--- src/rtl/dec_nbit_seq.sv ---
// dec_nbit_seq: registered N-to-2^N one-hot decoder with valid/ready input and optional auto-scan (enabled by DEC_SCAN_EN)
module dec_nbit_seq #(
  parameter int N     = 4,
  parameter int DWELL = 8
) (
  input  logic           clk,
  input  logic           rst_n,
  input  logic           en,
  input  logic           in_valid,
  output logic           in_ready,
  input  logic [N-1:0]   a,
  input  logic           mode,
  output logic           out_valid,
  output logic [2**N-1:0] s,
  output logic [N-1:0]   cur_idx,
  output logic           busy
);
  localparam int M = 2**N;
  typedef enum logic [1:0] {IDLE, HOLD, SCAN} state_t;
  state_t state, state_d;
  logic [N-1:0] idx_d;
  logic [M-1:0] s_d;
  logic ov_d, accept;
  assign in_ready = en & (state != SCAN);
  assign accept = in_valid & in_ready;
  assign busy = state == SCAN;
`ifdef DEC_SCAN_EN
  localparam int CW = $clog2(DWELL + 1);
  localparam logic [CW-1:0] RELOAD = CW'(DWELL - 1);
  logic [CW-1:0] cnt, cnt_d;
  // next state: disable wins, then accept, then scan stepping or drop to HOLD when mode falls
  always_comb begin
    state_d = state;
    idx_d = cur_idx;
    cnt_d = cnt;
    ov_d = 1'b0;
    if (!en) begin
      state_d = IDLE;
      idx_d = '0;
    end else if (accept) begin
      state_d = mode ? SCAN : HOLD;
      idx_d = a;
      ov_d = 1'b1;
      cnt_d = RELOAD;
    end else if (state == SCAN) begin
      if (!mode) state_d = HOLD;
      else if (cnt == '0) begin
        idx_d = cur_idx + N'(1);
        cnt_d = RELOAD;
      end else cnt_d = cnt - CW'(1);
    end
    s_d = (state_d == IDLE) ? '0 : M'(1) << idx_d;
  end
  // dwell counter register
  always_ff @(posedge clk or negedge rst_n)
    if (!rst_n) cnt <= '0;
    else cnt <= cnt_d;
`else
  logic unused_mode;
  assign unused_mode = mode;
  // next state without scan: disable wins, accept replaces, otherwise hold
  always_comb begin
    state_d = state;
    idx_d = cur_idx;
    ov_d = 1'b0;
    if (!en) begin
      state_d = IDLE;
      idx_d = '0;
    end else if (accept) begin
      state_d = HOLD;
      idx_d = a;
      ov_d = 1'b1;
    end
    s_d = (state_d == IDLE) ? '0 : M'(1) << idx_d;
  end
`endif
  // state and output registers; s is registered so it is glitch-free one-hot
  always_ff @(posedge clk or negedge rst_n)
    if (!rst_n) begin
      state <= IDLE;
      cur_idx <= '0;
      out_valid <= 1'b0;
      s <= '0;
    end else begin
      state <= state_d;
      cur_idx <= idx_d;
      out_valid <= ov_d;
      s <= s_d;
    end
endmodule

--- config.mk ---
export PLATFORM = sky130hd
export DESIGN_NAME = dec_nbit_seq
export DESIGN_NICKNAME = d
export VERILOG_FILES = /design/src/rtl/dec_nbit_seq.sv
export SDC_FILE = /design/constraint.sdc
export NUM_CORES = 1
export LEC_CHECK = 0
export CAP_MARGIN = 20
export CORE_ASPECT_RATIO = 1.25
export CORE_MARGIN = 2
export CORE_UTILIZATION = 35
export DETAILED_ROUTE_END_ITERATION = 7
export SYNTH_ARGS = -nofsm -noshare
export SYNTH_HDL_FRONTEND = slang
export SYNTH_SLANG_ARGS = --single-unit
--- constraint.sdc ---
create_clock -name clk -period 1.9 [get_ports clk]
set_input_delay 0.38 -clock clk [delete_from_list [all_inputs] [get_ports clk]]
set_output_delay 0.38 -clock clk [all_outputs]
set_load 0.005 [all_outputs]
==> metrics, run 1 <==
outcome=complete, no violations; WP depth=3; Skew-Pair Late Insertion Delay=0.30 ns; NetSw=0.000196 W; Clock Tree Buf Depth=2; fin nets=126; smallest hold slack=0.417 ns; critical path endpoint category=output port; # clock sinks=23; first-pass GRT wire length=between 3 and 4 mm; worst hold path class=in -> async; Tcrit/Tclk final=0.947; top fanout value on the critical path=4; clock-pin slew on the worst setup and hold paths=around 0.12 ns; Area Overhead vs Synth=44.8%; VDD IR max=0.353 mV; Synth top cells by count=dfrtp_1, nor3_1, nor4_1; CTS root buf=clkbuf_4; share of layout cells above drive strength 1=0.216; Sw Ratio=0.232; Synth Instances=74; top-area cell type share of the netlist area=0.608; area of the multi-input gates=317 um2; initial core utilization=0.360; TritonCTS buffer count=3; Via Count=712; Required @ worst endpoint=1.52 ns; fmax=555 MHz; leak pwr=0.599 nW; Main synth FF type=dfrtp_1; DRT antenna net count=0; Async S/R FF share, synth=1.00; Antenna Cells=0; RSZ-0062 raised after global routing=false; final setup fails=0; die span in x=between 50 and 60 um; CP Cell Sequence=nand2b_4 -> inv_2 -> clkdlybuf4s50_1; fin util=0.521; CTS tree=done; initial antenna violation count=0; Pre-antenna DRT Iters=4; Yosys reg bits=23; DRC=0; Critical-path top delay cell=clkdlybuf4s50_1; clock group share of total power=0.252; Die Y=62.1 um; synthesized cell area=946 um2; r2r setup slk=0.23 ns; Comb pwr share=0.148; post-DR wirelength/cell=12.5 um; H-tree level count=1; FF-to-FF path depth=6; internal power=0.000649 W; Largest delay share family, worst path=buffers and inverters; Final min period=1.80 ns; worst slew pin tran=around 0.44 ns; vias in the first global route=just over 700; gr usage total=0.133; Net Count, Synth=83; most frequent cell after synthesis=dfrtp_1; Iter 0 DRT Violations=15; Critical R2R Launch=state[0]; number of fill cells=252; Synth area leader=dfrtp_1; total gr overflow=0; Avg Cell Area, Syn=around 13 um2; Pwr Density=616 nW/um2; HPWL after DPL=1.39 mm; largest net degree at the start of global routing=24; routability cong.=0.735; die area=approximately 3100 um2; Port-buffer cells=30; WP buf/inv=2; RR Endpoint=s[0]; Hold Vio Cnt, Final=0; worst stage delay on the critical path=0.50 ns; Critical Setup Path Class=reg -> out; Reg power frac=0.600; Crit path arrival time=about 1.4 ns; Warnings, synthesis=0; Hold Buf Count CTS=0; Std-Cell Rows=21; dpl cell area=1320 um2; maxcap violations=0; number of enable flip-flop cells after synthesis=0; Slew Limit Fails=0; sequential fraction of the synthesis area=0.608; FF+latch area=576 um2; Synth area leaders=dfrtp_1, nor4_1, a31oi_4; Post-Route WL=about 1.9 mm; Yosys cell types=26; startpoint type of the worst setup path=flip-flop; via/cell ratio=4.75; num ports=32; core area=around 2600 um2; Final Instance Area=1370 um2; worst clock skew=0.00757 ns; relative slew slack=0.706
==> how the worst max path moves through the flow <==
stage / start / to
after floorplan: state[0] / s[0]
final: state[0] / busy
after CTS: state[1] / in_ready
after detailed placement: in_valid / s[14]
after global routing: state[0] / busy
after global placement: in_valid / s[4]
==> final cells by class <==
class | instances | share of cell area
Inverter | 3 | 0.0119
Clock buffer | 4 | 0.0192
Timing Repair Buffer | 42 | 0.287
Tap cell | 34 | 0.0311
Multi-Input combinational cell | 44 | 0.231
Sequential cell | 23 | 0.420
==> repair_timing <==
item,4_1_cts,5_1_grt
resized for setup,0,1
setup buffers,3,0
endpoints found under the hold margin,0,0
endpoints found under the setup margin,2,1
==> sequential cells by signal (all words and copies together), names as in the netlist <==
signal	cells
state	2
s	16
out_valid	1
cur_idx	4
==> layer usage <==
layer | routed length (um) | part of all wire | global-route usage
met5 | 0 | 0 | 0
met4 | 13 | 0.0069 | 0.0608
met3 | 94 | 0.050 | 0.0264
met2 | 971 | 0.52 | 0.227
met1 | 799 | 0.43 | 0.158
==> per-stage QoR <==
| step | instances | power, W | TNS [ns] | setup slack [ns] |
|---|---|---|---|---|
| after floorplan | 74 | 0.000568 | 0 | 0.479 |
| after global placement | 143 | 0.000638 | -0.148 | -0.0360 |
| after detailed placement | 143 | 0.000640 | -0.446 | -0.0809 |
| after CTS | 150 | 0.000860 | 0 | 0.00993 |
| after global routing | 150 | 0.000900 | 0 | 0.00663 |
| final | 150 | 0.000844 | 0 | 0.0998 |
==> placed cells by master, fill, tap and decap left out <==
| master | instances |
|---|---|
| a21oi_1 | 2 |
| and3_1 | 2 |
| or2b_1 | 1 |
| and2_4 | 1 |
| clkdlybuf4s50_1 | 29 |
| a21boi_1 | 2 |
| o21ai_0 | 1 |
| and2_1 | 1 |
| a31oi_4 | 2 |
| a21oi_2 | 2 |
| nor2b_1 | 2 |
| nor4_1 | 8 |
| clkbuf_1 | 1 |
| o21ai_1 | 1 |
| buf_4 | 12 |
| nand2_1 | 3 |
| dfrtp_1 | 23 |
| o221ai_1 | 2 |
| nor3_1 | 8 |
| and3_4 | 1 |
| o21a_1 | 3 |
| dlymetal6s2s_1 | 1 |
| inv_4 | 2 |
| nand2b_4 | 1 |
| nor3b_1 | 1 |
| clkbuf_4 | 3 |
| inv_2 | 1 |
==> power groups by stage <==
stage	combinational [W]	clock [W]	sequential [W]
2_1_floorplan	0.0000509	0	0.000517
3_3_place_gp	0.000122	0	0.000516
3_5_place_dp	0.000124	0	0.000517
4_1_cts	0.000127	0.000226	0.000507
5_1_grt	0.000136	0.000256	0.000508
6_report	0.000125	0.000213	0.000506
==> cell families (layout without fill, tap and decap cells) <==
group | count (synthesis) | in the layout | synth area share
DFF | 23 | 23 | 0.608
AOI/OAI and AO/OA | 15 | 15 | 0.143
and+or+nand+nor | 29 | 29 | 0.192
buffers and inverters | 7 | 49 | 0.0569
(Power assumes the default switching activity.)
==> inputs of run 2 (changes only) <==
--- a/config.mk
+++ b/config.mk
@@ -8,8 +8,10 @@
 export CAP_MARGIN = 20
 export CORE_ASPECT_RATIO = 1.25
 export CORE_MARGIN = 2
-export CORE_UTILIZATION = 35
+export CORE_UTILIZATION = 31
 export DETAILED_ROUTE_END_ITERATION = 7
+export MAX_ROUTING_LAYER = met4
+export RECOVER_POWER = 50
 export SYNTH_ARGS = -nofsm -noshare
 export SYNTH_HDL_FRONTEND = slang
 export SYNTH_SLANG_ARGS = --single-unit
==> run 2 against run 1 <==
  * Cell count is 1.3% higher
  * Largest cell class unchanged
  * Setup slack worse by 0.021 ns
  * Clock power hardly changed
==> metrics, run 2 (synthesis gave the netlist of run 1 again) <==
outcome=complete, no violations; leak pwr=0.620 nW (+3.4%); Std-Cell Rows=22 (+4.8%); Slew Limit Fails=0 (unchanged); startpoint type of the worst setup path=flip-flop; Iter 0 DRT Violations=5 (-10); Reg with most FFs=s; RSZ-0062 raised after global routing=false; initial core utilization=0.324 (-0.0358); Skew-Pair Late Insertion Delay=0.30 ns (about the same); first-pass GRT wire length=3.02 mm (-6.4%); HPWL after DPL=1.49 mm (+7.2%); Die Y=65.8 um (+5.9%); Hold Buf Count CTS=0 (unchanged); final setup fails=0 (unchanged); die area=3510 um2 (+12%); Via Count=721 (+1.3%); DRT antenna net count=0 (unchanged); Antenna Cells=0 (unchanged); smallest hold slack=0.586 ns (+0.169 ns); vias in the first global route=654 (-7.4%); total gr overflow=0 (unchanged); Hold Vio Cnt, Final=0 (unchanged); Final Instance Area=1380 um2 (+1.0%); Critical Setup Path Class=reg -> out; maxcap violations=0 (unchanged); via/cell ratio=4.74 (about the same); post-DR wirelength/cell=12.6 um (+0.47%); Pwr Density=610 nW/um2 (-0.96%); number of flip-flops in the largest register=16 (unchanged); worst clock skew=0.00405 ns (-0.00352 ns); VDD IR max=0.352 mV (-0.29%); top fanout value on the critical path=6 (+2); die span in x=53.4 um (+5.8%); largest net degree at the start of global routing=24 (unchanged); dpl cell area=1320 um2 (unchanged); worst slew pin tran=1.18 ns (+0.745 ns); fmax=549 MHz (-1.1%); share of layout cells above drive strength 1=0.224 (+0.00862); Crit path arrival time=1.44 ns (+0.02 ns); Final min period=1.82 ns (+0.0205 ns); worst hold path class=reg -> reg; relative slew slack=0.213 (-0.493); commonest non-fill, non-tap cell in the layout=dfrtp_1; Tcrit/Tclk final=0.958 (+0.0108); # clock sinks=23 (unchanged); Area Overhead vs Synth=46.3%; largest registers=s: 16 flops, cur_idx: 4 flops, state: 2 flops; CTS tree=done; initial antenna violation count=0 (unchanged); Post-Route WL=1.91 mm (+1.8%); num ports=32 (unchanged); Pre-antenna DRT Iters=4 (unchanged); number of fill cells=305 (+21%); fin nets=126 (unchanged); clock-pin slew on the worst setup and hold paths=0.12 ns (about the same); TritonCTS buffer count=3 (unchanged); Required @ worst endpoint=1.52 ns (about the same); core area=2920 um2 (+11%); Port-buffer cells=30 (unchanged); routability cong.=0.735 (about the same); DRC=0 (unchanged); Clock Tree Buf Depth=2 (unchanged); H-tree level count=1 (unchanged); gr usage total=0.126 (-0.00708); commonest non-fill, non-tap cells in the layout=dfrtp_1, clkdlybuf4s50_1, buf_4; CTS root buf=clkbuf_4; critical path endpoint category=output port
## run 2: worst max-delay path, stage by stage (launching register included)
cell and delay [ns]:
dfrtp_1 0.41, nand2b_4 0.17, inv_2 0.07, clkdlybuf4s50_1 0.49
## run 2: layout make-up
class	instances	area, um2	share of cell area
Multi-Input combinational cell	44	319	0.231
Inverter	3	16.3	0.0118
Sequential cell	23	576	0.416
Tap cell	36	45.0	0.0325
Clock inverter	1	5.00	0.00362
Timing Repair Buffer	42	400	0.289
Clock buffer	3	22.5	0.0163
## run 2: worst paths after layout
| path | slack, ns | depth (start not counted) | from | to |
|---|---|---|---|---|
| min in group asynchronous | 0.82 | 2 | rst_n | s[4] |
| max in group asynchronous | 0.38 | 2 | rst_n | s[7] |
| max reg2reg | 0.21 | 6 | state[0] | s[14] |
| min reg2reg | 0.59 | 2 | state[0] | state[1] |
| min | 0.59 | 2 | state[0] | state[1] |
| max | 0.08 | 3 | state[0] | busy |
## run 2: repair_timing
| action | in CTS | in global routing |
|---|---|---|
| endpoints found under the hold margin | 0 | 0 |
| endpoints found under the setup margin | 2 | 1 |
| gates resized for setup | 2 | 1 |
| buffers inserted | 4 | 1 |
## run 2: routing by layer
| metal | GRT usage | vias to the layer above | share of wire | wire, um |
|---|---|---|---|---|
| li1 | - | 352 | - | - |
| met4 | 0.0865 | 0 | 0.029 | 55 |
| met5 | - | - | 0 | 0 |
| met3 | 0.0227 | 4 | 0.058 | 110 |
| met1 | 0.144 | 334 | 0.38 | 725 |
| met2 | 0.196 | 31 | 0.53 | 1020 |
## run 2: metrics by stage
step	worst slack, ns	power [W]	util	TNS (ns)	std cells
6_report	0.0793	0.000845	0.474	0	152
5_1_grt	0.0161	0.000900	0.474	0	152
3_5_place_dp	-0.0597	0.000642	0.452	-0.237	143
4_1_cts	0.00512	0.000860	0.472	0	151
2_1_floorplan	0.479	0.000568	-	0	74
3_3_place_gp	-0.0314	0.000639	0.452	-0.105	143
## run 2: power by group
group | internal [W] | leakage [nW] | switching (W) | total (W)
Clock | 0.0000785 | 0.0177 | 0.000137 | 0.000215
Combinational | 0.0000634 | 0.287 | 0.0000594 | 0.000123
Sequential | 0.000501 | 0.315 | 0.00000535 | 0.000507
